--- src/rtl/cpu_sequencer.sv ---
// Fetch/execute sequencer for the 8-bit accumulator CPU: steps an 8-phase
// instruction cycle, decodes memory/register strobes and freezes on HLT.
module cpu_sequencer #(
  parameter int OPCODE_W  = 3,
  parameter bit USE_READY = 1'b1
) (
  input  logic                clk,
  input  logic                rst_n,
  input  logic [OPCODE_W-1:0] ir_opcode,
  input  logic                a_is_zero,
  input  logic                mem_ready,
  output logic [OPCODE_W-1:0] alu_opcode,
  output logic [2:0]          phase,
  output logic                sel,
  output logic                rd,
  output logic                ld_ir,
  output logic                inc_pc,
  output logic                ld_pc,
  output logic                ld_ac,
  output logic                wr,
  output logic                data_e,
  output logic                halt
);

  typedef enum logic [2:0] {
    INST_ADDR  = 3'd0,
    INST_FETCH = 3'd1,
    INST_LOAD  = 3'd2,
    IDLE       = 3'd3,
    OP_ADDR    = 3'd4,
    OP_FETCH   = 3'd5,
    ALU_OP     = 3'd6,
    STORE      = 3'd7
  } phase_t;

  localparam logic [OPCODE_W-1:0] OP_HLT = OPCODE_W'(0);
  localparam logic [OPCODE_W-1:0] OP_SKZ = OPCODE_W'(1);
  localparam logic [OPCODE_W-1:0] OP_ADD = OPCODE_W'(2);
  localparam logic [OPCODE_W-1:0] OP_AND = OPCODE_W'(3);
  localparam logic [OPCODE_W-1:0] OP_XOR = OPCODE_W'(4);
  localparam logic [OPCODE_W-1:0] OP_LDA = OPCODE_W'(5);
  localparam logic [OPCODE_W-1:0] OP_STO = OPCODE_W'(6);
  localparam logic [OPCODE_W-1:0] OP_JMP = OPCODE_W'(7);

  phase_t              state_q, state_d;
  logic [OPCODE_W-1:0] opcode_q, opcode_d;
  logic                halted_q, halted_d;
  logic                stall;
  logic                is_aluop;

  always_ff @(posedge clk or negedge rst_n) begin
    if (!rst_n) begin
      state_q  <= INST_ADDR;
      opcode_q <= OP_HLT;
      halted_q <= 1'b0;
    end else begin
      state_q  <= state_d;
      opcode_q <= opcode_d;
      halted_q <= halted_d;
    end
  end

  // Only the two fetch phases wait on memory; every other phase advances unconditionally.
  assign stall = USE_READY && ((state_q == INST_FETCH) || (state_q == OP_FETCH)) && !mem_ready;

  always_comb begin
    state_d  = state_q;
    opcode_d = opcode_q;
    halted_d = halted_q;
    if (!halted_q) begin
      if ((state_q == OP_ADDR) && (opcode_q == OP_HLT)) begin
        halted_d = 1'b1;
      end else if (!stall) begin
        state_d = phase_t'(3'(state_q + 3'd1));
        if (state_q == INST_LOAD) begin
          opcode_d = ir_opcode;
        end
      end
    end
  end

  assign is_aluop = (opcode_q == OP_ADD) || (opcode_q == OP_AND) ||
                    (opcode_q == OP_XOR) || (opcode_q == OP_LDA);

  always_comb begin
    sel    = 1'b0;
    rd     = 1'b0;
    ld_ir  = 1'b0;
    inc_pc = 1'b0;
    ld_pc  = 1'b0;
    ld_ac  = 1'b0;
    wr     = 1'b0;
    data_e = 1'b0;
    halt   = 1'b0;
    if (halted_q) begin
      halt = 1'b1;
    end else begin
      case (state_q)
        INST_ADDR: begin
          sel = 1'b1;
        end
        INST_FETCH: begin
          sel = 1'b1;
          rd  = 1'b1;
        end
        INST_LOAD, IDLE: begin
          sel   = 1'b1;
          rd    = 1'b1;
          ld_ir = 1'b1;
        end
        OP_ADDR: begin
          inc_pc = (opcode_q != OP_HLT);
          halt   = (opcode_q == OP_HLT);
        end
        OP_FETCH: begin
          rd = is_aluop;
        end
        ALU_OP: begin
          rd     = is_aluop;
          inc_pc = (opcode_q == OP_SKZ) && a_is_zero;
          ld_pc  = (opcode_q == OP_JMP);
          data_e = (opcode_q == OP_STO);
        end
        STORE: begin
          rd     = is_aluop;
          ld_pc  = (opcode_q == OP_JMP);
          data_e = (opcode_q == OP_STO);
          wr     = (opcode_q == OP_STO);
          ld_ac  = is_aluop;
        end
        default: begin
          sel = 1'b0;
        end
      endcase
    end
  end

  assign phase      = state_q;
  assign alu_opcode = opcode_q;

endmodule
--- config.mk ---
export PLATFORM = sky130hd
export DESIGN_NAME = cpu_sequencer
export DESIGN_NICKNAME = d
export VERILOG_FILES = /design/src/rtl/cpu_sequencer.sv
export SDC_FILE = /design/constraint.sdc
export NUM_CORES = 1
export LEC_CHECK = 0
export CORE_MARGIN = 4
export CORE_UTILIZATION = 35
export DETAILED_ROUTE_END_ITERATION = 16
export HOLD_SLACK_MARGIN = 0.06
export PLACE_DENSITY = 0.71
export SETUP_SLACK_MARGIN = 0.02
export SLEW_MARGIN = 20
export SYNTH_ARGS = -nofsm -noshare
export SYNTH_HDL_FRONTEND = slang
export SYNTH_SLANG_ARGS = --single-unit
--- constraint.sdc ---
create_clock -name clk -period 1.5 [get_ports clk]
set_input_delay 0.3 -clock clk [delete_from_list [all_inputs] [get_ports clk]]
set_output_delay 0.3 -clock clk [all_outputs]
set_load 0.005 [all_outputs]
==> flow_summary.ini <==
[clocking]
clk_latency_ps = 250
clkSinkCount = 7
cts-root-buf = clkbuf_4
clock_path_buffers = 2
cts_tree = done
clk_pin_slew_ps = 60
h-tree-depth = 1
cts_buffers = 3

[yosys]
netlist.area_leader.share_pct = 35.09
yosys.area.top_type = dfrtp_1
synth_common_cells = dfrtp_1 (7), ha_1 (6), nor2_1 (5)
yosysWarnings = 0
async_flop_share_pct = 100.0
synth_edf_count = 0
synth_most_common_cell = dfrtp_1
synth_area_leaders = dfrtp_1 (35%), ha_1 (15%), mux2_1 (9.0%)
synth_seq_area_share_pct = 35.09
syn_avg_cell_area_um2 = 10.40
ys_ff_latch = 7
synthCells = 48
syn_area_um2 = 499.2
synth_cell_types = 25
synthFlopType = dfrtp_1
syn_nets = 61

[placed_design]
gp_congestion = 0.8314
place_area_um2 = 859.6
io_buffers = 21
preCtsSetupSlack_ps = -466.5
dp_hpwl_um = 1054

[grt]
grt_pass1_vias = 567
grt_overflow = 0
grt_usage_pct = 18.40
grt_pass1_wl_um = 2615
grt_max_degree = 12
antenna_found_initial = 0

[route]
viasPerCell = 5.164
drtIter0Drc = 7
drt_wl_total_um = 1841
routedWlPerCell_um = 16.74
firstDrtPassIters = 3
vias = 568
drcViolationCount = 0
antenna_left = 0

[final_layout]
diodes = 0
drive_gt1_share_pct = 65.26
area_growth_pct = 119.0
regArea_um2 = 178.9
multiInputGateArea_um2 = 457.9
n_fill_cell = 64
fin_area_mm2 = 0.001094
finalNetCount = 109

[run]
drv_cap = 0

[timing]
tightest_slew_ps = 365.2
setup_viol = 14
fin_ws_ps = -367.7
rsz0062_at_grt = true
slew_headroom_pct = 75.55
slew_viol_final = 0
finalCritPeriodShare_pct = 124.5
finalHoldViolCount = 0
finalClockSkew_ps = 8.186
fin_crit_ps = 1868
fmax_mhz = 535.4

[pwr]
powerDensity_mw_per_mm2 = 347.9
power_uw = 380.5
p_leak_uw = 0.0004877
ir_drop_uv = 411.7

[die]
die_x_um = 45.77
num_io_pins = 22
std_cell_rows = 13
start_util_pct = 37.89
coreArea_mm2 = 0.001318
dieArea_mm2 = 0.002094
die_h_um = 45.77

[worst_setup_path]
path_class = flip-flop to primary output
cp-end-kind = primary output
cp.arrival_ps = 1570
cp-start-kind = flip-flop
reg2reg_depth = 8
crit_fanout = 2
required_ps = 1200

[run_status]
violations = setup timing
status = finished, violations left

[worst_hold_path]
worstHoldPathType = input pin to async pin
## logic make-up after synthesis
logic type                 Yosys count  synth area share [%]
AOI/OAI and AO/OA                    7                 10.53
xor gates and xnor gates             2                 3.509
adders and majority gates            6                 15.04
buffers and inverters                5                 4.511
DFF                                  7                 35.09
muxes                                4                 9.022
and+or+nand+nor                     17                 22.31
## placed cells by master (no fill, tap or decap), drive strengths merged, types with 3 or more instances in the layout
cell type / n
inv: 3
clkdlybuf4s50: 6
nor2: 5
clkbuf: 5
ha: 6
dfrtp: 7
dlygate4sd2: 6
nor3: 3
buf: 30
mux2: 4
## cell type report
| cell class | count | area share [%] |
|---|---|---|
| inverters | 3 | 1.259 |
| repair buffers | 45 | 36.38 |
| clock buffers | 4 | 2.403 |
| flip-flops and latches | 7 | 16.36 |
| multi-input cells | 36 | 41.88 |
| well taps | 15 | 1.716 |
## sequential cells by signal, indices dropped and copies added, names as in the netlist
signal      cells
halted_q        1
phase           3
alu_opcode      3
## metal layers
| layer | vias up | routed length, um | global-route usage, % |
|---|---|---|---|
| met2 | 15 | 985 | 30.64 |
| li1 | 268 | - | - |
| met1 | 279 | 723 | 21.17 |
| met5 | - | 0 | 0 |
| met3 | 6 | 75 | 1.976 |
| met4 | 0 | 56 | 14.20 |
## power breakdown
group	switching, uW	internal (uW)
logic	6.41	13.8
clock network	69.7	102
registers	0	189
## stage by stage
step                cells  util, %  hold WS (ps)  setup TNS (ps)
finish                110    83.00         309.7           -3652
global route          110    83.00         324.4           -4833
CTS                   109    76.54         323.7           -2916
detailed placement    100    65.24         586.3           -4021
global placement      100    65.24         587.5           -3399
floorplan              48        -         4.409               0
## worst max-delay path: stages (launching register included)
cell and delay, ps:
dfrtp_1 390, ha_2 240, ha_4 150, a21oi_1 50
nor4b_1 310, buf_2 200
## worst paths after layout
check                                   start             to  slack, ps
worst max-delay path                 phase[1]          ld_pc       -370
worst min-delay path                    rst_n  alu_opcode[1]        310
worst max register to register       phase[1]  alu_opcode[1]       -360
worst min register to register  alu_opcode[1]  alu_opcode[1]        690
max in group asynchronous               rst_n       phase[2]        930
min in group clk                 ir_opcode[0]  alu_opcode[0]        660
## repair_timing
action | 4_1_cts | 5_1_grt
setup endpoints to repair | 21 | 15
buffers inserted | 6 | 1
gates resized for setup | 63 | 17
hold endpoints to repair | 0 | 0
cloned | 0 | 0
hold buffers | 0 | 0
pin swaps | 6 | 5
Note: power is estimated with default switching activity, not from simulation.
==> RTL change, RTL diff (same flow settings) <==
Make the reset (`rst_n`) synchronous in one clocked block.
--- a/src/rtl/cpu_sequencer.sv
+++ b/src/rtl/cpu_sequencer.sv
@@ -48,7 +48,7 @@
   logic                stall;
   logic                is_aluop;
 
-  always_ff @(posedge clk or negedge rst_n) begin
+  always_ff @(posedge clk) begin
     if (!rst_n) begin
       state_q  <= INST_ADDR;
       opcode_q <= OP_HLT;
Function: differs if rst_n is asserted again (counterexample within 4 cycles, from zero or initial values and one cycle with rst_n low); with rst_n held inactive, the same outputs for 10 cycles.
==> RTL change against the original RTL <==
The run still ends with negative setup slack left. Fmax up 3.2%. Sequential cell count unchanged. Synthesized area up 9.0%. Design area down 2.4%. Setup slack better by 0.058 ns. Die area up 7.4%. Routed wire length up 7.1%. Largest cell class unchanged. Highest routed layer unchanged.
Power is left out: it rests on default switching activity, and per cell area and clock period it moved more than threefold.
==> RTL change: results (changes against the original RTL) <==
violations: "negative setup slack"
tightest_slew_ns: 0.3360  # -0.02918 ns
synth-xor-area-share_pct: 1.609  # -1.9 points
grt_max_degree: 8  # -4
synth_commonest_cells: "nor2_1 (8), dfxtp_1 (7), nand2_1 (7)"
syn-num-nets: 80  # +31%
cp-startpoint: "phase[0]"
async_reset_ff_share_pct: 0  # -100 points
drive_gt1_share_pct: 56.52  # -8.7 points
critPathMaxFanout: 6  # +4
synth_flop_cell: "dfxtp_1"
finalSetupViolations: 12  # -2
synthTopCellsByArea: "dfxtp_1 (26%), ha_1 (14%), a21oi_1 (5.5%), nor2_1 (5.5%), a311oi_4 (4.8%)"
fin_ws_ns: -0.3101  # +0.05762 ns
fin_worst_skew_ns: 0.004272  # -0.003914 ns
synth.area.mux_share_pct: 3.678  # -5.3 points
hp-class: "register to register"
gp_congestion: 0.8420  # +1.3%
drt_wl_total_mm: 1.972  # +7.1%
status: "finished with violations"
synth-seq-area-share_pct: 25.75  # -9.3 points
drt_iter0_drc: 5  # -2
fin_tns_setup_ns: -2.330  # +1.323 ns
fill_cells: 90  # +41%
synth_compound_area_share_pct: 22.07  # +12 points
## RTL change: timing repair
action / CTS / global route
pin swaps: 7 / 6
resized for setup: 61 / 13
endpoints found under the setup margin: 21 / 16
cloned: 0 / 0
hold buffers: 0 / 0
setup buffers: 2 / 1
## RTL change: cells by family after synthesis
family | Yosys count
muxes | 2
adders and majority gates | 6
AOI/OAI and AO/OA | 15
DFF | 7
buffers and inverters | 7
xor gates and xnor gates | 1
and+or+nand+nor | 29
## RTL change: worst paths after layout
kind	end	slack, ns	cells after the start
max	sel	-0.31	6
min	alu_opcode[0]	0.51	2
max reg2reg	alu_opcode[2]	-0.10	7
min reg2reg	alu_opcode[0]	0.51	2
## RTL change: cell type report
| cell class | instances | area [um^2] | area share (%) |
|---|---|---|---|
| multi-input combinational | 53 | 474.2 | 44.43 |
| clock buffer | 4 | 26.28 | 2.462 |
| inverter | 5 | 23.77 | 2.227 |
| sequential | 7 | 160.2 | 15.01 |
| tap | 15 | 18.77 | 1.759 |
| timing repair buffer | 46 | 364.1 | 34.11 |
## RTL change: metal layers
metal / vias to the layer above / part of all wire (%) / global-route usage [%] / wire length, um
met2: 20 / 52 / 36.63 / 1027
li1: 333 / - / - / -
met4: 0 / 2.2 / 12.71 / 44
met1: 331 / 39 / 25.11 / 778
met3: 4 / 6.2 / 3.383 / 122
met5: - / 0 / 0 / 0
## RTL change: critical path: stages (launching register included)
cell	delay, ns
dfxtp_4	0.39
inv_4	0.05
ha_4	0.17
or3_4	0.36
a21oi_2	0.12
nor2_1	0.04
buf_2	0.12
